**src/rtl/rf_pkg.sv**
```systemverilog
// Shared types and constants for the multi-port register file.
// reg_idx_t / word_t are sized for the default configuration (32 x WORD_SIZE);
// RA_IDX / SP_IDX name the architectural return-address and stack-pointer GPRs.
`ifndef WORD_SIZE
`define WORD_SIZE 32
`endif
package rf_pkg;
  localparam int WORD_W = `WORD_SIZE;
  localparam int IDX_W  = 5;

  typedef logic [IDX_W-1:0]  reg_idx_t;
  typedef logic [WORD_W-1:0] word_t;

  localparam reg_idx_t RA_IDX = 5'd1;
  localparam reg_idx_t SP_IDX = 5'd2;
endpackage

```
**src/rtl/register_file_mp_if.sv**
```systemverilog
// Read / write / reserve bus of the multi-port register file.
// slave  : the register file (takes selects, write data and reserve requests)
// master : decode/issue + writeback side driving it
interface register_file_mp_if #(
  parameter int L2_NUM_REGS = 5,
  parameter int DATA_W      = 32,
  parameter int NUM_READ    = 2,
  parameter int NUM_WRITE   = 1
);
  logic [NUM_READ*L2_NUM_REGS-1:0]  i_rd_sel;
  logic [NUM_READ*DATA_W-1:0]       o_rd_data;
  logic [NUM_READ-1:0]              o_rd_busy;
  logic [NUM_WRITE-1:0]             i_wr_en;
  logic [NUM_WRITE*L2_NUM_REGS-1:0] i_wr_sel;
  logic [NUM_WRITE*DATA_W-1:0]      i_wr_data;
  logic                             i_rsv_en;
  logic [L2_NUM_REGS-1:0]           i_rsv_sel;
  logic                             o_rsv_ready;
  logic [L2_NUM_REGS:0]             o_busy_count;

  modport slave (
    input  i_rd_sel, i_wr_en, i_wr_sel, i_wr_data, i_rsv_en, i_rsv_sel,
    output o_rd_data, o_rd_busy, o_rsv_ready, o_busy_count
  );
  modport master (
    output i_rd_sel, i_wr_en, i_wr_sel, i_wr_data, i_rsv_en, i_rsv_sel,
    input  o_rd_data, o_rd_busy, o_rsv_ready, o_busy_count
  );
endinterface

```
**src/rtl/rf_scoreboard.sv**
```systemverilog
// Busy scoreboard: one bit per GPR, set by an accepted reservation, cleared by
// an enabled write (release). Reservation beats release on the same register.
// Ports:
//   i_clk, i_rst_n        clock, async active-low reset
//   i_wr_en, i_wr_sel     write ports (releases)
//   i_rsv_en, i_rsv_sel   reserve request
//   o_rsv_ready           request would be accepted this cycle
//   o_busy                current busy vector (r0 always 0)
//   o_busy_count          registered popcount of o_busy
module rf_scoreboard
  import rf_pkg::*;
#(
  parameter int NUM_REGS    = 32,
  parameter int L2_NUM_REGS = 5,
  parameter int NUM_WRITE   = 1
) (
  input  logic                             i_clk,
  input  logic                             i_rst_n,
  input  logic [NUM_WRITE-1:0]             i_wr_en,
  input  logic [NUM_WRITE*L2_NUM_REGS-1:0] i_wr_sel,
  input  logic                             i_rsv_en,
  input  logic [L2_NUM_REGS-1:0]           i_rsv_sel,
  output logic                             o_rsv_ready,
  output logic [NUM_REGS-1:0]              o_busy,
  output logic [L2_NUM_REGS:0]             o_busy_count
);
  localparam int CW = L2_NUM_REGS + 1;

  logic [NUM_REGS-1:0] r_busy;
  logic [CW-1:0]       r_cnt;
  logic [NUM_REGS-1:0] w_rel, w_rsv, w_busy_nxt;
  logic [CW-1:0]       w_dec;
  logic                w_accept, w_inc;

  always_comb begin
    w_rel = '0;
    for (int p = 0; p < NUM_WRITE; p++)
      if (i_wr_en[p]) w_rel[i_wr_sel[p*L2_NUM_REGS +: L2_NUM_REGS]] = 1'b1;
    w_rel[0] = 1'b0;

    // A same-cycle release frees the slot, so a busy register can be re-reserved.
    o_rsv_ready = (i_rsv_sel == '0) || !r_busy[i_rsv_sel] || w_rel[i_rsv_sel];
    w_accept    = i_rsv_en && o_rsv_ready && (i_rsv_sel != '0);
    w_rsv       = '0;
    if (w_accept) w_rsv[i_rsv_sel] = 1'b1;

    // Re-reserving a register released this cycle is net zero: no +1, no -1.
    w_inc = w_accept && !r_busy[i_rsv_sel];
    w_dec = '0;
    for (int n = 0; n < NUM_REGS; n++)
      w_dec = w_dec + CW'(r_busy[n] & w_rel[n] & ~w_rsv[n]);

    w_busy_nxt = (r_busy & ~w_rel) | w_rsv;
  end

  always_ff @(posedge i_clk or negedge i_rst_n) begin
    if (!i_rst_n) begin
      r_busy <= '0;
      r_cnt  <= '0;
    end else begin
      r_busy <= w_busy_nxt;
      r_cnt  <= r_cnt + CW'(w_inc) - w_dec;
    end
  end

  assign o_busy       = r_busy;
  assign o_busy_count = r_cnt;
endmodule

```
**src/rtl/register_file_mp.sv**
```systemverilog
// Multi-port GPR file with optional write-to-read bypass, busy scoreboard and PC.
// Ports:
//   i_clk, i_rst_n       clock, async active-low reset
//   bus (slave)          read selects/data/busy, write ports, reserve handshake,
//                        busy count
//   i_load_pc(_data)     program counter load
//   o_program_counter    current PC
//   o_return_address     r1 stored value (no bypass)
//   o_stack_pointer      r2 stored value (no bypass)
`ifndef WORD_SIZE
`define WORD_SIZE 32
`endif
module register_file_mp
  import rf_pkg::*;
#(
  parameter int              NUM_REGS    = 32,
  parameter int              L2_NUM_REGS = 5,
  parameter int              DATA_W      = `WORD_SIZE,
  parameter int              NUM_READ    = 2,
  parameter int              NUM_WRITE   = 1,
  parameter bit              BYPASS      = 1'b1,
  parameter logic [DATA_W-1:0] PC_RESET  = '0
) (
  input  logic              i_clk,
  input  logic              i_rst_n,
  register_file_mp_if.slave bus,
  input  logic              i_load_pc,
  input  logic [DATA_W-1:0] i_load_pc_data,
  output logic [DATA_W-1:0] o_program_counter,
  output logic [DATA_W-1:0] o_return_address,
  output logic [DATA_W-1:0] o_stack_pointer
);
  localparam int L2 = L2_NUM_REGS;

  logic [DATA_W-1:0]   r_regs [NUM_REGS];
  logic [DATA_W-1:0]   r_pc;
  logic [NUM_REGS-1:0] w_busy;

  // Ports are visited in ascending order, so the last NBA (highest port) wins.
  always_ff @(posedge i_clk or negedge i_rst_n) begin
    if (!i_rst_n) begin
      for (int n = 0; n < NUM_REGS; n++) r_regs[n] <= '0;
      r_pc <= PC_RESET;
    end else begin
      if (i_load_pc) r_pc <= i_load_pc_data;
      for (int p = 0; p < NUM_WRITE; p++)
        if (bus.i_wr_en[p] && (bus.i_wr_sel[p*L2 +: L2] != '0))
          r_regs[bus.i_wr_sel[p*L2 +: L2]] <= bus.i_wr_data[p*DATA_W +: DATA_W];
    end
  end

  for (genvar k = 0; k < NUM_READ; k++) begin : g_rd
    logic [L2-1:0]     w_sel;
    logic [DATA_W-1:0] w_data;
    logic              w_hit;

    assign w_sel = bus.i_rd_sel[k*L2 +: L2];

    always_comb begin
      w_data = r_regs[w_sel];
      w_hit  = 1'b0;
      if (BYPASS) begin
        for (int p = 0; p < NUM_WRITE; p++)
          if (bus.i_wr_en[p] && (bus.i_wr_sel[p*L2 +: L2] == w_sel)) begin
            w_hit  = 1'b1;
            w_data = bus.i_wr_data[p*DATA_W +: DATA_W];
          end
      end
      if (w_sel == '0) begin
        w_data = '0;
        w_hit  = 1'b0;
      end
    end

    assign bus.o_rd_data[k*DATA_W +: DATA_W] = w_data;
    // A bypassed read already carries the result, so it is not busy.
    assign bus.o_rd_busy[k] = w_busy[w_sel] & ~w_hit;
  end

  rf_scoreboard #(
    .NUM_REGS   (NUM_REGS),
    .L2_NUM_REGS(L2_NUM_REGS),
    .NUM_WRITE  (NUM_WRITE)
  ) u_sb (
    .i_clk       (i_clk),
    .i_rst_n     (i_rst_n),
    .i_wr_en     (bus.i_wr_en),
    .i_wr_sel    (bus.i_wr_sel),
    .i_rsv_en    (bus.i_rsv_en),
    .i_rsv_sel   (bus.i_rsv_sel),
    .o_rsv_ready (bus.o_rsv_ready),
    .o_busy      (w_busy),
    .o_busy_count(bus.o_busy_count)
  );

  assign o_program_counter = r_pc;
  assign o_return_address  = r_regs[int'(RA_IDX)];
  assign o_stack_pointer   = r_regs[int'(SP_IDX)];
endmodule

```
**src/flat_wrapper.sv**
```systemverilog
// flat-port wrapper written by rule: the top's interface ports become plain ports
module register_file_mp_flat import rf_pkg::*;
#(
  parameter int              NUM_REGS    = 32,
  parameter int              L2_NUM_REGS = 5,
  parameter int              DATA_W      = `WORD_SIZE,
  parameter int              NUM_READ    = 2,
  parameter int              NUM_WRITE   = 1,
  parameter bit              BYPASS      = 1'b1,
  parameter logic [DATA_W-1:0] PC_RESET  = '0
)
  (i_clk, i_rst_n, i_load_pc, i_load_pc_data, o_program_counter, o_return_address, o_stack_pointer, bus_i_rd_sel, bus_i_wr_en, bus_i_wr_sel, bus_i_wr_data, bus_i_rsv_en, bus_i_rsv_sel, bus_o_rd_data, bus_o_rd_busy, bus_o_rsv_ready, bus_o_busy_count);
  register_file_mp_if #(.L2_NUM_REGS(L2_NUM_REGS), .DATA_W(DATA_W), .NUM_READ(NUM_READ), .NUM_WRITE(NUM_WRITE)) bus_i ();
  input  logic i_clk;
  input  logic i_rst_n;
  input  logic i_load_pc;
  input  logic [DATA_W-1:0] i_load_pc_data;
  output logic [DATA_W-1:0] o_program_counter;
  output logic [DATA_W-1:0] o_return_address;
  output logic [DATA_W-1:0] o_stack_pointer;
  input wire logic [$bits(bus_i.i_rd_sel)-1:0] bus_i_rd_sel;
  input wire logic [$bits(bus_i.i_wr_en)-1:0] bus_i_wr_en;
  input wire logic [$bits(bus_i.i_wr_sel)-1:0] bus_i_wr_sel;
  input wire logic [$bits(bus_i.i_wr_data)-1:0] bus_i_wr_data;
  input wire logic [$bits(bus_i.i_rsv_en)-1:0] bus_i_rsv_en;
  input wire logic [$bits(bus_i.i_rsv_sel)-1:0] bus_i_rsv_sel;
  output wire logic [$bits(bus_i.o_rd_data)-1:0] bus_o_rd_data;
  output wire logic [$bits(bus_i.o_rd_busy)-1:0] bus_o_rd_busy;
  output wire logic [$bits(bus_i.o_rsv_ready)-1:0] bus_o_rsv_ready;
  output wire logic [$bits(bus_i.o_busy_count)-1:0] bus_o_busy_count;
  assign bus_i.i_rd_sel = bus_i_rd_sel;
  assign bus_i.i_wr_en = bus_i_wr_en;
  assign bus_i.i_wr_sel = bus_i_wr_sel;
  assign bus_i.i_wr_data = bus_i_wr_data;
  assign bus_i.i_rsv_en = bus_i_rsv_en;
  assign bus_i.i_rsv_sel = bus_i_rsv_sel;
  assign bus_o_rd_data = bus_i.o_rd_data;
  assign bus_o_rd_busy = bus_i.o_rd_busy;
  assign bus_o_rsv_ready = bus_i.o_rsv_ready;
  assign bus_o_busy_count = bus_i.o_busy_count;
  register_file_mp #(.NUM_REGS(NUM_REGS), .L2_NUM_REGS(L2_NUM_REGS), .DATA_W(DATA_W), .NUM_READ(NUM_READ), .NUM_WRITE(NUM_WRITE), .BYPASS(BYPASS), .PC_RESET(PC_RESET)) u_core (.i_clk(i_clk), .i_rst_n(i_rst_n), .bus(bus_i), .i_load_pc(i_load_pc), .i_load_pc_data(i_load_pc_data), .o_program_counter(o_program_counter), .o_return_address(o_return_address), .o_stack_pointer(o_stack_pointer));
endmodule
```
**config.mk**
```make
export PLATFORM = sky130hd
export DESIGN_NAME = register_file_mp_flat
export DESIGN_NICKNAME = d
export VERILOG_FILES = /design/src/rtl/rf_pkg.sv /design/src/rtl/register_file_mp_if.sv /design/src/rtl/rf_scoreboard.sv /design/src/rtl/register_file_mp.sv /design/src/flat_wrapper.sv
export SDC_FILE = /design/constraint.sdc
export NUM_CORES = 2
export LEC_CHECK = 0
export ABC_AREA = 1
export BUFFER_PORTS_ARGS = -buffer_cell sky130_fd_sc_hd__buf_2
export CAP_MARGIN = 40
export CORE_UTILIZATION = 45
export CTS_BUF_LIST = sky130_fd_sc_hd__clkbuf_4 sky130_fd_sc_hd__clkbuf_8 sky130_fd_sc_hd__clkbuf_16
export CTS_CLUSTER_DIAMETER = 50
export DETAILED_ROUTE_END_ITERATION = 8
export GPL_ROUTABILITY_DRIVEN = 0
export MAX_ROUTING_LAYER = met4
export PLACE_DENSITY_LB_ADDON = 0.1
export REMOVE_ABC_BUFFERS = 1
export SLEW_MARGIN = 20
export SYNTH_ARGS = -nofsm -noshare
export SYNTH_HDL_FRONTEND = slang
export SYNTH_SLANG_ARGS = --single-unit
```
**constraint.sdc**
```tcl
create_clock -name i_clk -period 14.7 [get_ports i_clk]
set_clock_uncertainty 0.1 [all_clocks]
set_input_delay 0.735 -clock i_clk [delete_from_list [all_inputs] [get_ports i_clk]]
set_output_delay 0.735 -clock i_clk [all_outputs]
set_load 0.05 [all_outputs]
```
==> summary.md <==
| Metric | Value |
|---|---|
| Placed Area | roughly 0.063 sq mm |
| Status | finished clean |
| Worst R2R Setup Slack | slightly below 8 ns |
| CTS tree | done |
| Crit path kind | in -> reg |
| TNS Setup | 0 ns |
| Post-DRT Antenna Nets | 0 |
| Max Buffers Root-to-Sink | 3 |
| Layout cells sized above 1 | approximately a tenth |
| Vias in the first global route | about 55000 |
| DRT Wirelength | roughly 230000 um |
| Vias | roughly 60000 |
| Fmax | between 0.1 and 0.15 GHz |
| Worst relative slew slack | 31.1% |
| CP Launch Type | input pin |
| Largest net degree at the start of global routing | 212 |
| Tcrit/Tclk final | ~52% |
| R2r startpoint | u_core.u_sb.o_busy[8] |
| # rows | 135 |
| Core box area | around 0.14 sq mm |
| Worst r2r path cells | 28 |
| Die area | about 0.14 sq mm |
| Final Critical Period | around 7.6 ns |
| Post-CTS Setup Repair Bufs | 0 |
| Synth area leader | dfrtp_1 |
| Final #Nets | 8074 |
| Worst-path maximum fanout | 67 |
| Layout area overhead | 11.5% |
| Total global-route track usage | about a third |
| DR iter-0 viols | 7168 |
| Final Cell Area | between 0.06 and 0.07 sq mm |
| Top-area cell type share of the netlist area | between 40% and 50% |
| Worst vdd ir | ~0.19 mV |
| Inst Count DP | between 9000 and 10000 |
| Worst slew pin tran | between 1 and 1.5 ns |
| Pwr Density | between 100 and 150 mW/mm^2 |
| DRC errors left | 0 |
| Worst hold stages | 2 |
| Final cell count without fillers | 9836 |
| Synth unique cells | 37 |
| Vias per inst | between 6 and 7 |
| Top post-synthesis cells by area | dfrtp_1, o21ai_0, a21oi_1, nand2_1, nand3_1 |
| Average wire per standard cell | about 24 um |
| Drt pass-1 iters | 6 |
| Max_cap viols | 0 |
| Pins over their slew limit | 0 |
| Mean post-synth cell area | 7.45 sq um |
| Mapped Cells | approximately 8300 |
| Die H | around 370 um |
| CTS buffer count | between 100 and 150 |
| HP Class | in -> reg |
| Clock Sinks | 1094 |
| Worst setup margin | between 7 and 8 ns |
| R2R Path End | u_core.u_sb.o_busy_count[5] |
| Sequential area share after synthesis | between 40 and 50% |
| Synth Warn # | 0 |
| Global-route wire length before repair | ~350000 um |
| Pleak | between 30 and 40 nW |
| Gr ovfl total | 0 |
| Post-place setup slack | ~6.3 ns |
| Crit path from | bus_i_wr_sel[1] |
| H-tree depth | 4 |
| Clk Latency, worst-skew pair | around 0.79 ns |
| Hold EP | u_core.o_program_counter[5] |
| Die width | between 300 and 400 um |
| Hold Crit Start | i_load_pc_data[5] |
| Req. time, crit path | 15.26 ns |
| Num ports | 258 |
| # port buffers | about 260 |
| Clock transition at path regs | 0.06 ns |
| WHS | 0.0726 ns |
| Synthesized area | ~0.06 sq mm |
| Endpoint class of the critical path | register |
| Final HPWL DP | approximately 140000 um |
| Setup-failing EPs final | 0 |
| Root Buffer | clkbuf_16 |
| Starting Density | a little under half |
| RSZ-0062 raised after global routing | no |
| Final Hold Viols | 0 |
| Crit path DAT | slightly above 8 ns |
| Synthesis-stage register bit count | about 1100 |
| Initial antenna violation count | 5 |
| Cts repair resizes | 0 |
[power breakdown]
group          leakage (nW)  internal [W]  switching [W]
Sequential             13.3       0.00364       0.000343
Combinational          14.7      0.000724        0.00161
Clock                  2.56       0.00234        0.00147
Total                  30.6       0.00671        0.00343
[Yosys cell counts]
cell,count
buf_4,72
nand2_4,1
nand3_2,5
o211ai_1,252
a21oi_1,953
clkbuf_1,591
o221ai_1,9
nand3_4,2
a31oi_1,2
nor2_4,1
xnor2_1,2
o311ai_0,1
nor3_1,24
ha_1,25
inv_1,668
mux2_2,32
nand4_1,85
fa_1,29
nor2_2,5
o22ai_1,14
buf_8,1
nor3_2,1
nor2_1,290
inv_2,9
dfrtp_1,1094
clkinv_1,3
nand2_1,1203
o21ai_1,34
xor2_1,5
buf_1,118
o21ai_2,9
buf_2,121
a211oi_1,2
nand2_2,1
nand3_1,817
o21ai_0,1802
buf_6,2
[per-stage QoR]
step                power, W  util, %
floorplan            0.00550        -
global placement     0.00626     46.1
detailed placement   0.00634     46.7
CTS                   0.0102     50.6
global route          0.0107     50.7
finish                0.0101     50.7
[worst max-delay path: stages]
cell and delay [ns]:
buf_2 0.22, inv_1 0.12, nand3_2 0.35, inv_1 0.20
nand2_4 0.63, o21ai_0 0.16, inv_1 0.08, nand2_1 0.05
nand3_1 0.12, nand3_4 0.27, nand4_1 0.20, nand2_1 0.11
fa_1 0.61, inv_1 0.09, fa_1 0.46, fa_1 0.50
fa_1 0.41, fa_1 0.45, fa_1 0.49, fa_1 0.49
inv_1 0.05, fa_1 0.48, ha_1 0.14, inv_1 0.05
fa_1 0.42, xor2_1 0.16, xnor2_1 0.12
[flip-flops by register name, summed over array words and instances, names as in the netlist]
signal / count
u_core.r_regs: 960
u_core.u_sb.o_busy_count: 6
u_core.o_program_counter: 32
u_core.o_stack_pointer: 32
u_core.o_return_address: 32
u_core.u_sb.o_busy: 32
[layout by cell type, fill, tap and decap left out, types with 17 or more instances in the layout]
cell type / Yosys / routed
mux2_2: 32 / 32
buf_16: 0 / 17
nor2_4: 1 / 18
o21ai_1: 34 / 34
buf_2: 121 / 249
nor2_1: 290 / 274
inv_1: 668 / 657
a21oi_1: 953 / 953
buf_4: 72 / 93
o211ai_1: 252 / 252
nand2_1: 1203 / 1198
fa_1: 29 / 29
clkinv_2: 0 / 17
nand4_1: 85 / 85
buf_12: 0 / 35
clkbuf_4: 0 / 17
o21ai_0: 1802 / 1802
dfrtp_1: 1094 / 1094
clkbuf_16: 0 / 152
ha_1: 25 / 25
clkbuf_8: 0 / 28
nor3_1: 24 / 24
nand3_1: 817 / 809
[metal layers]
layer  GRT usage, %  wire length [um]  vias to the layer above  share of wire [%]
li1               -                 -                    27400                  -
met1           48.0            102000                    28400                 43
met2           50.7            103000                     3023                 44
met3           5.88             21700                      502                9.3
met4           12.4              8210                        0                3.5
met5              -                 0                        -                  0
[worst max-delay path by stage]
stage	endpoint	cells past startpoint
finish	u_core.u_sb.o_busy_count[5]	27
CTS	u_core.u_sb.o_busy_count[5]	27
global route	u_core.u_sb.o_busy_count[5]	27
floorplan	u_core.u_sb.o_busy_count[5]	26
detailed placement	u_core.u_sb.o_busy_count[5]	27
global placement	u_core.u_sb.o_busy_count[5]	27
[cell families (layout without fill, tap and decap cells)]
group           after synthesis  count (layout)  share of synthesized area (%)
compound gates             3078            3078                           26.1
other cells                   0               4                              0
buf+inv                    1585            1351                           10.4
fa+ha+maj                    54              54                           1.45
xor+xnor                      7               7                         0.0993
simple gates               2435            2435                           17.0
flops                      1094            1094                           44.4
mux                          32              32                          0.584
[repair_timing]
| item | in CTS | in global routing |
|---|---|---|
| hold buffers | 1 | 0 |
| hold endpoints to repair | 97 | 0 |
| endpoints found under the setup margin | 0 | 0 |
[cell type report]
class | count | area [sq um]
repair buffers | 403 | 3230
inverters | 680 | 2600
clock inverters | 71 | 901
fillers | 13400 | 67000
diodes | 4 | 10.0
clock buffers | 197 | 4320
multi-input cells | 5606 | 28200
well taps | 1781 | 2230
flip-flops and latches | 1094 | 27400
Note: power is estimated with default switching activity, not from simulation.
